## config.mk

```make
export PLATFORM = sky130hd
export DESIGN_NAME = univ_shift_reg
export DESIGN_NICKNAME = d
export VERILOG_FILES = /design/src/rtl/usr_pkg.sv /design/src/rtl/usr_burst_ctrl.sv /design/src/rtl/univ_shift_reg.sv
export SDC_FILE = /design/constraint.sdc
export NUM_CORES = 1
export LEC_CHECK = 0
export BUFFER_PORTS_ARGS = -buffer_cell sky130_fd_sc_hd__buf_2
export CORE_MARGIN = 1
export CORE_UTILIZATION = 46
export CTS_CLUSTER_SIZE = 20
export DETAILED_ROUTE_END_ITERATION = 10
export PLACE_DENSITY = 0.71
export SLEW_MARGIN = 20
export SYNTH_ARGS = -nofsm -noshare
export SYNTH_HDL_FRONTEND = slang
export SYNTH_HIERARCHICAL = 1
export SYNTH_SLANG_ARGS = --single-unit
export TNS_END_PERCENT = 50
```

## constraint.sdc

```tcl
create_clock -name clk -period 1.65 [get_ports clk]
set_input_delay 0.33 -clock clk [delete_from_list [all_inputs] [get_ports clk]]
set_output_delay 0.33 -clock clk [all_outputs]
set_load 0.05 [all_outputs]
```

## src/rtl/usr_pkg.sv

```systemverilog
// Shared encodings for the universal shift register and its burst controller.
// Holds the manual-mode codes, burst FSM states and burst directions.
package usr_pkg;

    typedef enum logic [1:0] {
        MODE_HOLD = 2'b00,
        MODE_SHR  = 2'b01,
        MODE_SHL  = 2'b10,
        MODE_LOAD = 2'b11
    } mode_e;

    typedef enum logic [1:0] {
        ST_IDLE  = 2'b00,
        ST_SHIFT = 2'b01,
        ST_DONE  = 2'b10
    } state_e;

    localparam logic DIR_RIGHT = 1'b0;
    localparam logic DIR_LEFT  = 1'b1;

endpackage

```

## src/rtl/usr_burst_ctrl.sv

```systemverilog
// Burst engine: IDLE/SHIFT/DONE FSM plus a down-counter of remaining shifts.
// Ports: i_start/i_shift_cnt/i_dir request a burst; o_shift/o_dir strobe one
// shift per SHIFT cycle; o_busy, o_done and o_idle are registered state decodes.
module usr_burst_ctrl
    import usr_pkg::*;
#(
    parameter int CNT_W = 4
) (
    input  logic             clk,
    input  logic             rst,
    input  logic             i_start,
    input  logic [CNT_W-1:0] i_shift_cnt,
    input  logic             i_dir,
    output logic             o_shift,
    output logic             o_dir,
    output logic             o_busy,
    output logic             o_done,
    output logic             o_idle
);

    state_e           r_state;
    logic [CNT_W-1:0] r_cnt;
    logic             r_dir;

    state_e           w_state_nxt;
    logic [CNT_W-1:0] w_cnt_nxt;
    logic             w_dir_nxt;

    always_ff @(posedge clk) begin
        if (rst) begin
            r_state <= ST_IDLE;
            r_cnt   <= '0;
            r_dir   <= DIR_RIGHT;
        end else begin
            r_state <= w_state_nxt;
            r_cnt   <= w_cnt_nxt;
            r_dir   <= w_dir_nxt;
        end
    end

    always_comb begin
        w_state_nxt = r_state;
        w_cnt_nxt   = r_cnt;
        w_dir_nxt   = r_dir;
        unique case (r_state)
            ST_IDLE: begin
                if (i_start) begin
                    if (i_shift_cnt != '0) begin
                        w_state_nxt = ST_SHIFT;
                        w_cnt_nxt   = i_shift_cnt;
                        w_dir_nxt   = i_dir;
                    end else begin
                        w_state_nxt = ST_DONE;
                    end
                end
            end
            ST_SHIFT: begin
                // The shift for this cycle lands on the same edge that
                // leaves SHIFT when this is the final one.
                w_cnt_nxt = r_cnt - CNT_W'(1);
                if (r_cnt == CNT_W'(1)) begin
                    w_state_nxt = ST_DONE;
                end
            end
            ST_DONE: begin
                w_state_nxt = ST_IDLE;
            end
            default: begin
                w_state_nxt = ST_IDLE;
                w_cnt_nxt   = '0;
            end
        endcase
    end

    assign o_shift = (r_state == ST_SHIFT);
    assign o_dir   = r_dir;
    assign o_busy  = (r_state == ST_SHIFT);
    assign o_done  = (r_state == ST_DONE);
    assign o_idle  = (r_state == ST_IDLE);

endmodule

```

## src/rtl/univ_shift_reg.sv

```systemverilog
// Universal shift register: hold / shift right / shift left / load, serial
// in and out at both ends, plus an autonomous N-shift burst engine.
// Ports: en+mode manual op, pdin load data, sin_r/sin_l serial in,
// start/shift_cnt/dir burst request, pdout/sout_r/sout_l data out,
// busy/done burst status. Define USR_ROTATE_EN to add the rot port.
module univ_shift_reg
    import usr_pkg::*;
#(
    parameter int WIDTH = 8,
    parameter int CNT_W = 4
) (
    input  logic             clk,
    input  logic             rst,
    input  logic             en,
    input  logic [1:0]       mode,
    input  logic [WIDTH-1:0] pdin,
    input  logic             sin_r,
    input  logic             sin_l,
    input  logic             start,
    input  logic [CNT_W-1:0] shift_cnt,
    input  logic             dir,
`ifdef USR_ROTATE_EN
    input  logic             rot,
`endif
    output logic [WIDTH-1:0] pdout,
    output logic             sout_r,
    output logic             sout_l,
    output logic             busy,
    output logic             done
);

    logic [WIDTH-1:0] r_pdout;
    logic [WIDTH-1:0] w_pdout_nxt;
    logic             w_shift;
    logic             w_dir;
    logic             w_idle;
    logic             w_in_r;
    logic             w_in_l;

    usr_burst_ctrl #(
        .CNT_W(CNT_W)
    ) u_ctrl (
        .clk        (clk),
        .rst        (rst),
        .i_start    (start),
        .i_shift_cnt(shift_cnt),
        .i_dir      (dir),
        .o_shift    (w_shift),
        .o_dir      (w_dir),
        .o_busy     (busy),
        .o_done     (done),
        .o_idle     (w_idle)
    );

`ifdef USR_ROTATE_EN
    assign w_in_r = rot ? r_pdout[0]       : sin_r;
    assign w_in_l = rot ? r_pdout[WIDTH-1] : sin_l;
`else
    assign w_in_r = sin_r;
    assign w_in_l = sin_l;
`endif

    always_comb begin
        w_pdout_nxt = r_pdout;
        if (w_shift) begin
            if (w_dir == DIR_LEFT) begin
                w_pdout_nxt = {r_pdout[WIDTH-2:0], w_in_l};
            end else begin
                w_pdout_nxt = {w_in_r, r_pdout[WIDTH-1:1]};
            end
        end else if (w_idle && !start && en) begin
            // A burst request in IDLE takes priority over a manual op.
            unique case (mode)
                MODE_SHR:  w_pdout_nxt = {w_in_r, r_pdout[WIDTH-1:1]};
                MODE_SHL:  w_pdout_nxt = {r_pdout[WIDTH-2:0], w_in_l};
                MODE_LOAD: w_pdout_nxt = pdin;
                default:   w_pdout_nxt = r_pdout;
            endcase
        end
    end

    always_ff @(posedge clk) begin
        if (rst) begin
            r_pdout <= '0;
        end else begin
            r_pdout <= w_pdout_nxt;
        end
    end

    assign pdout  = r_pdout;
    assign sout_r = r_pdout[0];
    assign sout_l = r_pdout[WIDTH-1];

endmodule

```

## After elaboration in Yosys (flattened, before gate mapping)

Cells that the tools add are included.

| word-level totals | value |
|---|---|
| register bits after elaboration | 15 |
| output and inout port bits | 12 |

| operators by class | value |
|---|---|
| $add $sub $neg | 1 |
| eq/ne operators | 9 |
| multiplexer cells | 11 |
| bitwise gates (word level) | 1 |
| reductions and logical operators | 11 |

Operators by type and width:

| operator | count |
|---|---|
| $mux W8 | 3 |
| $pmux W8 S3 | 1 |
| $pmux W4 S3 | 1 |
| $mux W4 | 2 |
| $reduce_bool A4 Y1 | 2 |
| $eq A2 B2 Y1 const B | 3 |
| $mux W2 | 3 |
| $reduce_and A3 Y1 | 2 |
| $eq A2 B1 Y1 const B | 2 |
| $eq A4 B1 Y1 const B | 1 |
| $ne A2 B1 Y1 const B | 2 |
| $pmux W2 S2 | 1 |
| $reduce_and A2 Y1 | 2 |
| $sub A4 B1 Y4 const B | 1 |
| $logic_and A1 B1 Y1 | 2 |
| $logic_not A2 Y1 | 1 |
| $ne A2 B2 Y1 const B | 1 |
| $reduce_bool A2 Y1 | 1 |
| $logic_not A1 Y1 | 1 |
| $not A1 Y1 | 1 |

## Longest topological paths before layout

| logic depth | value |
|---|---|
| word-level depth | 5 |
| gate-level depth with buffers | 8 |

## Modules after synthesis

The synthesis kept the hierarchy.

Modules (own cells, without submodules):

| module | instances | cells an instance | area each (sq um) |
|---|---|---|---|
| univ_shift_reg | 1 | 90 | 700.7 |
| usr_burst_ctrl | 1 | 59 | 470.5 |

## Least setup slack after synthesis

No wires, ideal clock.

| timing | value |
|---|---|
| kind | register to register |
| from | register u_ctrl.r_state[1] |
| to | register r_pdout[0], in the netlist pdout[0] |
| library setup time | 0.091 ns |
| data arrival time | 2.436 ns |
| required time | 1.559 ns |
| slack | -0.877 ns |
| stages on the path, launching flop included | 9 |
| buffers on the path | 4 |
| period minus slack after synthesis | 2.527 ns |
| cell sequence | dfxtp_1 -> buf_2 -> nor2b_1 -> buf_4 -> clkbuf_1 -> a41o_1 -> buf_2 -> nor2_1 -> a311oi_1 |

| on the way | value |
|---|---|
| elaborated cells on any way between the ends | 8 |
| classes of those cells | eq/ne: 1; mux: 1; reduce/logical: 6 |

RTL lines:

| element | line | text |
|---|---|---|
| start, declared | usr_burst_ctrl.sv:21 | `state_e r_state;` |
| start signal, assigned | usr_burst_ctrl.sv:35 | `r_state <= w_state_nxt;` |
| $eq A2 B1 Y1 * | - |  |
| net busy | univ_shift_reg.sv:28 | `output logic busy,` |
| $reduce_bool A4 Y1 (no line) or $reduce_bool A2 Y1 (tied branches) | - |  |
| $reduce_and A2 Y1 (no line) | - |  |
| end signal, assigned | univ_shift_reg.sv:86 | `r_pdout <= w_pdout_nxt;` |
| end, declared | univ_shift_reg.sv:32 | `logic [WIDTH-1:0] r_pdout;` |

The timed path passes the listed nets; every way through them passes the cells marked *.
A chain may end at the register's enable or synchronous reset.

## Final worst setup path

| timing | value |
|---|---|
| from | register u_ctrl.r_state[1] |
| to | register r_pdout[5], in the netlist pdout[5] |

| on the way | value |
|---|---|
| longest elaborated chain between the ends | 5 |
| elaborated cells on any way between the ends | 8 |
| classes of those cells | eq/ne: 1; mux: 1; reduce/logical: 6 |

RTL lines:

| element | line | text |
|---|---|---|
| $logic_not A2 Y1 | usr_burst_ctrl.sv:79 | `assign o_idle = (r_state == ST_IDLE);` |
| $logic_and A1 B1 Y1 (2 in series) | univ_shift_reg.sv:71 | `end else if (w_idle && !start && en) begin` |
| $reduce_bool A2 Y1 (no line) | - |  |
| $reduce_and A2 Y1 (no line) | - |  |

Several ways; a longest one is shown, not always the timed one.

==> summary.txt <==
Pre-Repair DR Iteration Count - 4
Final cell count without fillers - 209
Max FO, Critical Path - 11
Slew @ Worst Pin - 0.422 ns
Worst Path Arrival - 1.71 ns
Worst r2r path cells - 5
Inserted Diodes - 0
Fin crit share - 91.3%
Mapped Cells - 149
CTS tree - yes
DP HPWL - 2.19 mm
Antenna Nets Post-Route - 0
H-tree Lvls - 1
Cell Chain, Critical Path - nor2b_4, buf_4, buf_4, o311a_1, nor3_1
Starting density of the core - 51.0%
Worst path depth - 5
Area of the multi-input gates - 801 um2
Root Driver - clkbuf_4
Worst VDD drop - 0.514 mV
GRT overflow - 0
Share of cells above drive strength 1 - 32.6%
Slew headroom - 71.8%
IO Port Bufs - 32
Syn Area/Cell - 7.86 um2
Total CTS buffers - 3
First-pass GRT wire length - 4.86 mm
Tmin final - 1.51 ns
DRC Markers - 0
Synth Warn # - 6
Area leader, netlist - dfxtp_1
Max Cap Viol - 0
Syn Nets - 175
Crit path buffers/inverters - 2
Worst Skew - 0.0105 ns
CP endpoint kind - flip-flop
CP delay by family, top - flip-flops
Post-synth ARST share - 0%
Worst path required time - 1.85 ns
GRT Total Usage - 24.3%
DP Worst Slack - -0.0431 ns
Antenna violations before repair - 0
Synth top area share - 25.6%
Total negative setup slack - 0 ns
Max Buffers Root-to-Sink - 2
CP Launch Type - flip-flop
Cell count after placement - 202
GPL Wtd Cong - 0.802
Max incr delay on CP - 0.46 ns
Post-Route WL - 3.06 mm
Filler cell count - 220
DR vias - 1218
Avg WL per Cell - 14.6 um
EDFF count, synth - 0
Clock transition at path regs - 0.10 ns
Worst Hold Path Cells - 3
Total power draw - 1.22 mW
Reg area - 302 um2
Vias in the first global route - 1063
Clk sinks - 15
Number of I/O pins - 33
Distinct cells, synth - 41
RSZ-0062 raised after global routing - false
Min-delay worst type - in -> reg
CP most frequent cell - buf_4
Status - finished clean
P per Cell Area - 866 nW/um2
Post-Synthesis Cell Area - 1170 um2
Die Y - 52.5 um
DIE AREA - 2750 um2
# setup viols final - 0
DRT iter0 DRCs - 25
P&R area growth vs syn - 20.5%
Synth top area cells - dfxtp_1, mux2_2, nor2_1
Core Box Area - 2300 um2
Final setup margin - 0.143 ns
Setup CP Type - reg -> reg
Slowest-stage cell, CP - dfxtp_2
Most frequent cells in the layout - buf_2, nor2_1, nand2_1, dfxtp_1, buf_4
Row count - 17
Prevailing post-synth register cell - dfxtp_1
Via density - 5.83
Flops & latches, synth - 15
Pleak - 0.667 nW
Fin. Hold Viols - 0
Slew Viols, Final - 0
Fmax - 664 MHz
Largest net degree at the start of global routing - 17
Commonest non-fill, non-tap cell in the layout - buf_2
Post-synthesis sequential area ratio - 25.6%
Die Width - 52.5 um
Fin nets - 208
Clk Latency, worst-skew pair - 0.29 ns
Yosys cell counts (3+ instances only):
| master | number |
|---|---|
| nor2b_1 | 3 |
| a21oi_1 | 4 |
| nand2_1 | 14 |
| mux2_2 | 8 |
| a22oi_1 | 7 |
| nand2b_1 | 4 |
| o311a_1 | 7 |
| or2b_1 | 7 |
| dfxtp_1 | 15 |
| buf_4 | 3 |
| ha_1 | 5 |
| clkbuf_1 | 6 |
| nor2_1 | 20 |
| o21ai_0 | 3 |
| inv_1 | 5 |
| nor3_1 | 7 |
flip-flops by register name, summed over array words and instances (netlist names):
name / count
pdout: 8
u_ctrl/r_cnt: 4
u_ctrl/r_state: 2
u_ctrl/o_dir: 1
worst paths after layout:
path | startpoint | to | slack [ns]
worst min-delay path | dir | u_ctrl/o_dir | 0.28
worst min register to register | pdout[7] | pdout[7] | 0.55
worst max-delay path | u_ctrl/r_state[1] | pdout[5] | 0.14
worst max register to register | u_ctrl/r_state[1] | pdout[5] | 0.14
worst register-to-register path: stages (launching register included):
cell     delay (ns)
dfxtp_2        0.46
nor2b_4        0.08
buf_4          0.16
buf_4          0.17
o311a_1        0.34
nor3_1         0.20
routing by layer:
metal | up-vias | part of all wire [%] | global-route usage (%)
met2 | 41 | 45 | 36.9
met4 | 0 | 0.56 | 6.58
met1 | 566 | 48 | 33.8
met5 | - | 0 | 0
met3 | 2 | 6.3 | 6.09
li1 | 609 | - | -
final cells by class:
type / count / area share [%]
clock buffers: 3 / 1.60
clock inverters: 1 / 0.355
inverters: 5 / 1.33
multi-input cells: 116 / 56.7
flip-flops and latches: 15 / 21.4
well taps: 28 / 2.48
repair buffers: 41 / 16.1
report_power, final:
group          switching, mW  internal [mW]
Combinational          0.322          0.214
Sequential            0.0627          0.407
Clock                  0.126         0.0902
Total                  0.511          0.711
timing repair:
item,in CTS,in global routing
endpoints found under the setup margin,1,5
resized for setup,0,1
buffers inserted,3,0
gates cloned,0,0
hold buffers,0,0
through the flow:
| step | hold slack, ns | cell area, um2 | utilization, % |
|---|---|---|---|
| floorplan | 0.447 | 1210 | - |
| global placement | 0.514 | 1360 | 59.2 |
| detailed placement | 0.525 | 1360 | 59.2 |
| CTS | 0.276 | 1410 | 61.4 |
| global route | 0.259 | 1410 | 61.4 |
| finish | 0.282 | 1410 | 61.4 |
cells by family after synthesis:
kind of cell	synth area share, %
adder cells (fa/ha/maj)	5.34
AO/OA/AOI/OAI	25.0
flip-flops	25.6
multiplexers	7.69
buffers and inverters	7.59
AND/OR/NAND/NOR	28.7
Power figures use the tool's default switching activity.
